$ cat src/rtl/otsu_binarize_packer.sv
// otsu_binarize_packer: thresholds a raster pixel stream and writes bit-packed bytes to memory
module otsu_binarize_packer #(
  parameter int          IMAGE_WIDTH  = 8,
  parameter int          IMAGE_HEIGHT = 8,
  parameter logic [31:0] OUT_BASE     = 32'h0010_0000
) (
  input  logic        clk,
  input  logic        reset,
  input  logic        start,
  input  logic [7:0]  threshold,
  input  logic        pix_valid,
  input  logic [7:0]  pix_data,
  output logic        pix_ready,
  output logic        mem_en,
  output logic        mem_rw,
  output logic [31:0] mem_addr,
  output logic [7:0]  mem_data_out,
  output logic        busy,
  output logic        processing_done
);
  localparam int N = IMAGE_WIDTH * IMAGE_HEIGHT;
  localparam int CW = $clog2(N + 1);
  localparam logic [CW-1:0] LAST = CW'(N - 1);
  localparam logic [CW-1:0] ALL = CW'(N);
  typedef enum logic [1:0] {IDLE, RUN, WRITE, DONE} state_t;
  state_t        r_state, w_next;
  logic [7:0]    r_thr, r_sr, r_mem_data, w_byte;
  logic [CW-1:0] r_pix_cnt;
  logic [2:0]    r_k;
  logic [31:0]   r_byte_idx, r_mem_addr;
  logic          w_idle, w_accept, w_close;
  always_comb begin
    w_idle = r_state == IDLE || r_state == DONE;
    w_accept = r_state == RUN && pix_valid;
    w_close = r_k == 3'd7 || r_pix_cnt == LAST;
    w_byte = r_sr | (8'(pix_data > r_thr) << r_k);
    w_next = r_state;
    if (w_idle && start) w_next = RUN;
    else if (w_accept && w_close) w_next = WRITE;
    else if (r_state == WRITE) w_next = r_pix_cnt == ALL ? DONE : RUN;
  end
  // the completed byte and its address are captured on the accepting edge so WRITE follows directly
  always_ff @(posedge clk) begin
    if (reset) begin
      r_state <= IDLE;
      r_thr <= '0;
      r_sr <= '0;
      r_k <= '0;
      r_pix_cnt <= '0;
      r_byte_idx <= '0;
      r_mem_addr <= '0;
      r_mem_data <= '0;
    end else begin
      r_state <= w_next;
      if (w_idle && start) begin
        r_thr <= threshold;
        r_sr <= '0;
        r_k <= '0;
        r_pix_cnt <= '0;
        r_byte_idx <= '0;
      end
      if (w_accept) begin
        r_pix_cnt <= r_pix_cnt + 1'b1;
        r_k <= r_k + 1'b1;
        r_sr <= w_close ? 8'h00 : w_byte;
        if (w_close) begin
          r_mem_addr <= OUT_BASE + r_byte_idx;
          r_mem_data <= w_byte;
        end
      end
      if (r_state == WRITE) r_byte_idx <= r_byte_idx + 1'b1;
    end
  end
  assign pix_ready = r_state == RUN;
  assign mem_en = r_state == WRITE;
  assign mem_rw = r_state == WRITE;
  assign mem_addr = r_mem_addr;
  assign mem_data_out = r_mem_data;
  assign busy = r_state == RUN || r_state == WRITE;
  assign processing_done = r_state == DONE;
endmodule

$ cat config.mk
export PLATFORM = sky130hd
export DESIGN_NAME = otsu_binarize_packer
export DESIGN_NICKNAME = d
export VERILOG_FILES = /design/src/rtl/otsu_binarize_packer.sv
export SDC_FILE = /design/constraint.sdc
export NUM_CORES = 1
export LEC_CHECK = 0
export ABC_AREA = 1
export CAP_MARGIN = 20
export CORE_ASPECT_RATIO = 0.7
export CORE_MARGIN = 4
export CORE_UTILIZATION = 35
export CTS_CLUSTER_DIAMETER = 60
export DETAILED_ROUTE_END_ITERATION = 6
export HOLD_SLACK_MARGIN = 0.05
export MAX_ROUTING_LAYER = met4
export PLACE_DENSITY = 0.63
export SLEW_MARGIN = 20
export SYNTH_ARGS = -nofsm -noshare
export SYNTH_HDL_FRONTEND = slang
export SYNTH_SLANG_ARGS = --single-unit
export TNS_END_PERCENT = 50
$ cat constraint.sdc
create_clock -name clk -period 1.64 [get_ports clk]
set_input_delay 0.246 -clock clk [delete_from_list [all_inputs] [get_ports clk]]
set_output_delay 0.246 -clock clk [all_outputs]
set_load 0.01 [all_outputs]
== After elaboration in Yosys (flattened, before gate mapping) ==
Cells that the tools add are included.
Word-level totals
  flip-flop bits (word level): 100
  output and inout port bits: 45
  word-level logic and storage cells: 48
Operators by class
  $add $sub $neg: 4
  $lt $le $gt $ge: 1
  eq/ne operators: 6
  shifts and indexed selects: 1
  multiplexer cells: 13
  bitwise logic cells: 1
  reductions and logical operators: 13
Operators by type and width (number)
  $mux 32: 2
  $add 21x32->32 const A: 1
  $add 32x1->32 const B: 1
  $mux 8: 3
  $mux 7: 2
  $gt 8x8->1: 1
  $or 8x8->8: 1
  $shl 1x3->8: 1
  $add 7x1->7 const B: 1
  $eq 7x6->1 const B: 1
  $eq 7x7->1 const B: 1
  $mux 2: 3
  $mux 3: 2
  $reduce_bool 2->1: 3
  $eq 2x2->1 const B: 2
  $add 3x1->3 const B: 1
  $eq 3x3->1 const B: 1
  $logic_and 1x1->1: 3
  $logic_or 1x1->1: 3
  $reduce_bool 3->1: 1
  $eq 2x1->1 const B: 1
  $logic_not 2->1: 1
  $reduce_and 2->1: 1
  $reduce_or 2->1: 1
  $mux 1: 1

== Logic depth before layout (Yosys ltp) ==
Gate-level depths: netlist of run 1.
  word-level depth: 5
  gate-level depth with buffers: 13
  mapped depth without buffers: 13

== Least setup slack after synthesis of run 1 ==
OpenSTA, ideal clock, no wires.
  path kind: reg2reg
  start point: register r_state[1]
  end point: register r_mem_data[5], in the netlist mem_data_out[5]
  arrival time: 1573 ps
  required time: 1531 ps
  slack: -42 ps
  stages on the path, launching flop included: 12
  path buffers: 1
  path through: dfxtp_1 > inv_1 > ha_1 > nand2_2 > clkinv_1 > nand2_4 > inv_4 > buf_4 > nor2_1 > nor2_1 > nand2_1 > inv_1
On the way
  cells in the longest elaborated chain, start to end: 3
RTL lines
  start: declaration: RTL line 26  | state_t r_state, w_next;
  start signal: assignment: RTL line 54  | r_state <= w_next;
  $eq 2x1->1
  net pix_ready: RTL line 13  | output logic pix_ready,
  $logic_and 1x1->1: RTL line 34  | w_accept = r_state == RUN && pix_valid;
  $reduce_and 2->1 (no source line)
  end signal: assignment: RTL line 68  | r_mem_data <= w_byte;
  end: declaration: RTL line 27  | logic [7:0] r_thr, r_sr, r_mem_data, w_byte;
The timed path passes the listed nets, and every way through them passes these cells.
A chain may end at the register's enable or synchronous reset.

== Worst setup path after layout of run 1 ==
  start point: register r_byte_idx[0]
  end point: register r_byte_idx[28]
On the way
  cells in the longest elaborated chain, start to end: 2
RTL lines
  start: declaration: RTL line 30  | logic [31:0] r_byte_idx, r_mem_addr;
  start signal: assignment: RTL line 71  | if (r_state == WRITE) r_byte_idx <= r_byte_idx + 1'b1;
  $add 32x1->32: RTL line 71
  $mux 32: RTL line 71
Every way passes these cells.

==> metrics.cfg, run 1 <==
[power]
finalPower_w = 0.00519
leakagePower_nw = 2.83
p_clk_share_pct = 42.2
power_density_nw_per_um2 = 705
peakVddDrop_mv = 0.519
swShare_pct = 22.8
combPwrFrac_pct = 10.2
power.switching_w = 0.00118
intPower_w = 0.00401
seqPwrFrac_pct = 47.6

[synthesis]
dominantRegCellSynth = dfxtp_1
synth.top_cells.by_area = dfxtp_1 41%, nand2_1 8.0%, a21oi_1 7.7%, inv_1 6.9%, o21ai_0 6.8%
synth_cell_type_count = 40
yosysSeqAreaShare_pct = 41.2
async_reset_ff_share_pct = 0
syn_nets = 712
synth_top_area_cell = dfxtp_1
avgSynthCellArea_um2 = 7.20
yosysWarnings = 0
synth-edff-count = 0
syn_area_um2 = 4860
ys_seq_elements = 100
synth_top_area_share_pct = 41.2
netlist_instances = 675

[grt]
met2_usage_pct = 27.4
globalRouteTotalUtil_pct = 17.7
grt-busiest-layer = met2
grt_overflow = 0
antenna_found_initial = 0
grtUsageMet3_pct = 4.01
met1_usage_pct = 24.3
grt_max_degree = 39
grt_first_pass_wirelength_mm = 22.6
first_global_vias = 4695

[status]
violations = negative setup slack
status = finished with violations

[place]
place_area_um2 = 6230
place_congestion = 0.858
port_buffers = 64
dpl.hpwl_mm = 10.1

[clock_tree]
cts_root_buf = clkbuf_16
cts_buffer_depth = 2
cts_num_sinks = 100
tritoncts = yes
postCtsHoldBufs = 0
clkTransAtPathRegs_ns = 0.06
cts_buffers = 9
clk_latency_ns = 0.35
cts.htree.levels = 3

[sta]
clock_skew_ns = 0.00867
final_max_slew_viol_count = 0
period_share_pct = 102
finalSetupTns_ns = -0.130
maxSlewHeadroom_pct = 75.2
grt_setup_unrepaired = true
setup_viol = 5
fmax_mhz = 597
min_period_ns = 1.67
finalWorstSetupSlack_ns = -0.0342
hold_viol = 0
holdWs_ns = 0.467
worst_pin_slew_ns = 0.369

[worst_setup_path]
crit_family = simple AND/OR/NAND/NOR gates
endpoint_kind = register
rr_startpoint = r_byte_idx[0]$_SDFFE_PP0P_
rr_endpoint = r_byte_idx[28]$_SDFFE_PP0P_
crit_path_end = r_byte_idx[28]$_SDFFE_PP0P_
reg2reg_slack_ns = -0.03
crit_type = reg2reg
cp-startpoint = r_byte_idx[0]$_SDFFE_PP0P_
cp_slowest_stage_delay_ns = 0.35
crit_chain = ha_4, nand3_4, nor2_4, nand2_4, nor3_4, nand3_4, inv_4, a21oi_1, and2_1
crit_required_ns = 1.88
cp_max_fo = 5
slowest_stage = dfxtp_2
crit_cells = 9
start_kind = register
worstRegToRegCells = 9
crit_top_cell = nand3_4
cp.buffers_inverters = 1
arrival_ns = 1.91

[worst_hold_path]
hold_start = r_pix_cnt[6]$_SDFFE_PP0P_
hp-class = reg2reg

[floorplanning]
initial_utilization_pct = 36.4
core-area_um2 = 13400
die-area_um2 = 15900
io_pins = 65
die_h_um = 107
rows = 35
die_w_um = 149

[drt]
drcViolationCount = 0
vias = 5162
via_per_inst = 5.14
antenna_left = 0
first_iter_violations = 359
wl_mm = 15.4
drt_pass1_iterations = 5
routedWlPerCell_um = 15.3

[layout]
final_area_um2 = 7360
final_nets = 854
final_cell_mix = 93 x nand2_1, 83 x dfxtp_1, 78 x inv_1
layout_commonest_cell = nand2_1
final_core_util_pct = 55.1
n_fill_cell = 1223
n_antenna_cell = 0
drive_gt1_share_pct = 28.4
areaGrowthSynthToFinish_pct = 51.5

[run]
maxCapViolations = 0

==> layout make-up <==
| cell class | instances | area (um2) | area share, % |
|---|---|---|---|
| timing repair inverter | 1 | 16.3 | 0.221 |
| tap | 185 | 231 | 3.14 |
| multi-input combinational | 457 | 2910 | 39.5 |
| clock buffer | 10 | 229 | 3.11 |
| sequential | 100 | 2020 | 27.5 |
| clock inverter | 3 | 65.1 | 0.884 |
| inverter | 92 | 367 | 4.98 |
| timing repair buffer | 156 | 1520 | 20.7 |
==> per-stage QoR <==
step	worst slack (ns)	instances
6_report	-0.0342	1004
2_1_floorplan	-0.0121	675
5_1_grt	-0.169	1004
3_3_place_gp	-0.262	972
3_5_place_dp	-0.345	972
4_1_cts	-0.00725	989
==> what timing repair did <==
| item | 4_1_cts | 5_1_grt |
|---|---|---|
| resized for setup | 35 | 160 |
| hold endpoints to repair | 0 | 0 |
| pin swaps | 6 | 39 |
| buffers inserted | 4 | 8 |
| gates cloned | 0 | 8 |
| endpoints found under the setup margin | 52 | 83 |
==> state kept, by name, indices dropped and copies added (netlist names) <==
signal and cells:
r_state 2, r_thr 8, r_byte_idx 32, r_pix_cnt 7
mem_addr 32, r_sr 8, mem_data_out 8, r_k 3
==> logic make-up after synthesis <==
| group | Yosys count | synth area share (%) |
|---|---|---|
| flops | 100 | 41.2 |
| fa+ha+maj | 17 | 4.38 |
| compound gates | 159 | 17.4 |
| buf+inv | 118 | 9.63 |
| xor+xnor | 9 | 1.62 |
| simple gates | 272 | 25.8 |
==> worst min-delay path by stage <==
stage / endpoint / slack [ns] / depth (start not counted)
6_report: r_pix_cnt[6]$_SDFFE_PP0P_ / 0.47 / 2
5_1_grt: r_thr[3]$_SDFFE_PP0P_ / 0.49 / 2
4_1_cts: r_thr[1]$_SDFFE_PP0P_ / 0.46 / 2
3_5_place_dp: r_thr[1]$_SDFFE_PP0P_ / 0.45 / 2
3_3_place_gp: r_thr[1]$_SDFFE_PP0P_ / 0.45 / 2
2_1_floorplan: r_thr[0]$_SDFFE_PP0P_ / 0.41 / 2
==> Yosys cell counts (all sizes together), types with 2 or more instances <==
master and instances:
nand2 107, dfxtp 100, inv 90, nor2 77
a21oi 75, o21ai 67, nand3 45, nor3 22
ha 17, nand4 16, buf 15, clkbuf 11
xor2 8, a211oi 5, a21o 2, a22oi 2
a32oi 2, clkinv 2, nor4 2, o211ai 2
==> power groups by stage <==
stage | Clock, W | Sequential (W) | Combinational, W
3_3_place_gp | 0 | 0.00252 | 0.000382
2_1_floorplan | 0 | 0.00252 | 0.000191
4_1_cts | 0.00224 | 0.00246 | 0.000416
3_5_place_dp | 0 | 0.00252 | 0.000398
5_1_grt | 0.00234 | 0.00247 | 0.000572
6_report | 0.00219 | 0.00247 | 0.000528
==> tightest hold or removal path, stage by stage, from the launching register on <==
cell	delay, ns
dfxtp_1	0.31
nand2_1	0.06
a21oi_1	0.06
==> per-layer routing <==
metal / share of wire, % / routed length (um) / vias up
met2: 45 / 6980 / 158
met4: 0.81 / 124 / 0
met5: 0 / 0 / -
li1: - / - / 2519
met3: 5.8 / 886 / 16
met1: 48 / 7390 / 2469
Power figures use the tool's default switching activity.
==> run 2, diff against run 1 <==
--- a/config.mk
+++ b/config.mk
@@ -9,12 +9,13 @@
 export CAP_MARGIN = 20
 export CORE_ASPECT_RATIO = 0.7
 export CORE_MARGIN = 4
-export CORE_UTILIZATION = 35
+export CORE_UTILIZATION = 50
 export CTS_CLUSTER_DIAMETER = 60
 export DETAILED_ROUTE_END_ITERATION = 6
+export GPL_ROUTABILITY_DRIVEN = 0
 export HOLD_SLACK_MARGIN = 0.05
 export MAX_ROUTING_LAYER = met4
-export PLACE_DENSITY = 0.63
+export PLACE_DENSITY = 0.82
 export SLEW_MARGIN = 20
 export SYNTH_ARGS = -nofsm -noshare
 export SYNTH_HDL_FRONTEND = slang
==> run 2 against run 1 <==
Effect of this change:
- the flow still finishes with violations (negative setup slack)
- design area is 5.9% lower
- sequential share of layout area is 1.7 points higher
- clock skew is 0.00066 ns higher
- first-iteration DRC count is 74% higher
- maximum frequency is 1.5% lower
- final cell count is 7.8% lower
- critical path depth is 4 higher
- die area is 28% lower
- largest power group unchanged
- clock power hardly changed
- routed wire length is 0.82% higher
- register-to-register slack worse by 0.02 ns
- worst hold slack better by 0.0057 ns
==> metrics.cfg, run 2 (synthesized netlist as in run 1, its figures left out) <==
[floorplanning]
core-area_um2 = 9250
die_w_um = 126
rows = 29
die-area_um2 = 11400
io_pins = 65
die_h_um = 90.5
initial_utilization_pct = 52.5

[layout]
final_nets = 835
final_cell_mix = 96 x nand2_1, 85 x dfxtp_1, 79 x inv_1
fin_cells = 926
layout_commonest_cell = nand2_1
drive_gt1_share_pct = 23.3
n_antenna_cell = 0
final_area_um2 = 6920
areaGrowthSynthToFinish_pct = 42.5

[drt]
routedWlPerCell_um = 16.7
vias = 5308
first_iter_violations = 626
via_per_inst = 5.73
wl_mm = 15.5
antenna_left = 0
drcViolationCount = 0
drt_pass1_iterations = 6

[sta]
grt_setup_unrepaired = true
hold_viol = 0
holdWs_ns = 0.473
min_period_ns = 1.70
clock_skew_ns = 0.00934
period_share_pct = 104
fmax_mhz = 588
finalWorstSetupSlack_ns = -0.0603
worst_pin_slew_ns = 0.271
setup_viol = 7
finalSetupTns_ns = -0.221
maxSlewHeadroom_pct = 81.9
final_max_slew_viol_count = 0

[place]
place_area_um2 = 6080
place_inst = 901
port_buffers = 64
dpl.hpwl_mm = 9.79

[worst_hold_path]
hp-class = reg2reg

[power]
peakVddDrop_mv = 0.508
power_density_nw_per_um2 = 748
leakagePower_nw = 2.68

[grt]
globalRouteTotalUtil_pct = 25.0
first_global_vias = 4912
grt_max_degree = 34
grt_first_pass_wirelength_mm = 23.1
antenna_found_initial = 0
grt_overflow = 0

[status]
violations = negative setup slack
status = finished with violations

[worst_setup_path]
crit_required_ns = 1.93
endpoint_kind = register
cp_max_fo = 8
arrival_ns = 1.99
start_kind = input pin
crit_type = in2reg

[clock_tree]
tritoncts = yes
cts_buffers = 9
cts_root_buf = clkbuf_16
cts.htree.levels = 3
cts_num_sinks = 100
clkTransAtPathRegs_ns = 0.06
cts_buffer_depth = 2
clk_latency_ns = 0.35

[run]
maxCapViolations = 0

==> run 2: cell types whose count changed in the layout (fill, tap and decap cells not counted), moves of 4 or more <==
cell           delta
buf_4            -18
clkbuf_16         -4
dlygate4sd2_1     +4
nor3_2            +5
o21ai_0          +22
o21ai_2          -22
==> run 2: final cells by class <==
| class | instances | area (um2) |
|---|---|---|
| multi-input combinational | 457 | 2760 |
| fill | 629 | 2330 |
| sequential | 100 | 2020 |
| timing repair buffer | 138 | 1330 |
| inverter | 92 | 355 |
| clock buffer | 14 | 274 |
| tap | 124 | 155 |
| clock inverter | 1 | 30.0 |
==> run 2: through the flow <==
| step | worst slack [ns] | power (W) | utilization [%] |
|---|---|---|---|
| floorplan | -0.0121 | 0.00271 | - |
| global placement | -0.246 | 0.00288 | 65.7 |
| detailed placement | -0.356 | 0.00290 | 65.7 |
| CTS | -0.00966 | 0.00509 | 71.1 |
| global route | -0.128 | 0.00534 | 74.8 |
| finish | -0.0603 | 0.00518 | 74.8 |
==> run 2: timing repair <==
action / in CTS / in global routing
resized for setup: 44 / 81
buffers inserted: 3 / 5
gates cloned: 1 / 2
hold buffers: 0 / 0
endpoints found under the setup margin: 63 / 76
pin swaps: 13 / 25
==> run 2: worst paths after layout <==
| kind | start | endpoint | slack (ns) | cells past startpoint |
|---|---|---|---|---|
| setup reg to reg | r_byte_idx[0]$_SDFFE_PP0P_ | r_byte_idx[26]$_SDFFE_PP0P_ | -0.05 | 10 |
| hold / removal | r_pix_cnt[5]$_SDFFE_PP0P_ | r_pix_cnt[5]$_SDFFE_PP0P_ | 0.47 | 2 |
| setup / recovery | pix_data[3] | mem_data_out[0]$_SDFFE_PP0P_ | -0.06 | 13 |
| hold reg to reg | r_pix_cnt[5]$_SDFFE_PP0P_ | r_pix_cnt[5]$_SDFFE_PP0P_ | 0.47 | 2 |
==> run 2: where the power goes <==
group / switching, W / leakage [nW] / total [W] / internal, W
logic: 0.000279 / 1.71 / 0.000502 / 0.000222
clock network: 0.000905 / 0.149 / 0.00221 / 0.00130
registers: 0.0000139 / 0.814 / 0.00247 / 0.00246
==> run 2: routing by layer <==
layer / vias to the layer above / part of all wire (%) / GRT usage (%)
met4: 0 / 2.0 / 6.61
met5: - / 0 / -
met3: 43 / 8.2 / 6.26
li1: 2476 / - / -
met1: 2479 / 41 / 31.5
met2: 310 / 49 / 40.3
==> run 2: critical path, cell delays in order <==
cell             delay [ns]
clkdlybuf4s50_1        0.46
ha_4                   0.30
nand2_2                0.07
inv_2                  0.05
nand2_1                0.05
nand2_1                0.07
nand2_2                0.06
a21oi_2                0.17
buf_6                  0.16
nand4_1                0.14
nand3_1                0.11
nand2_1                0.05
inv_1                  0.06
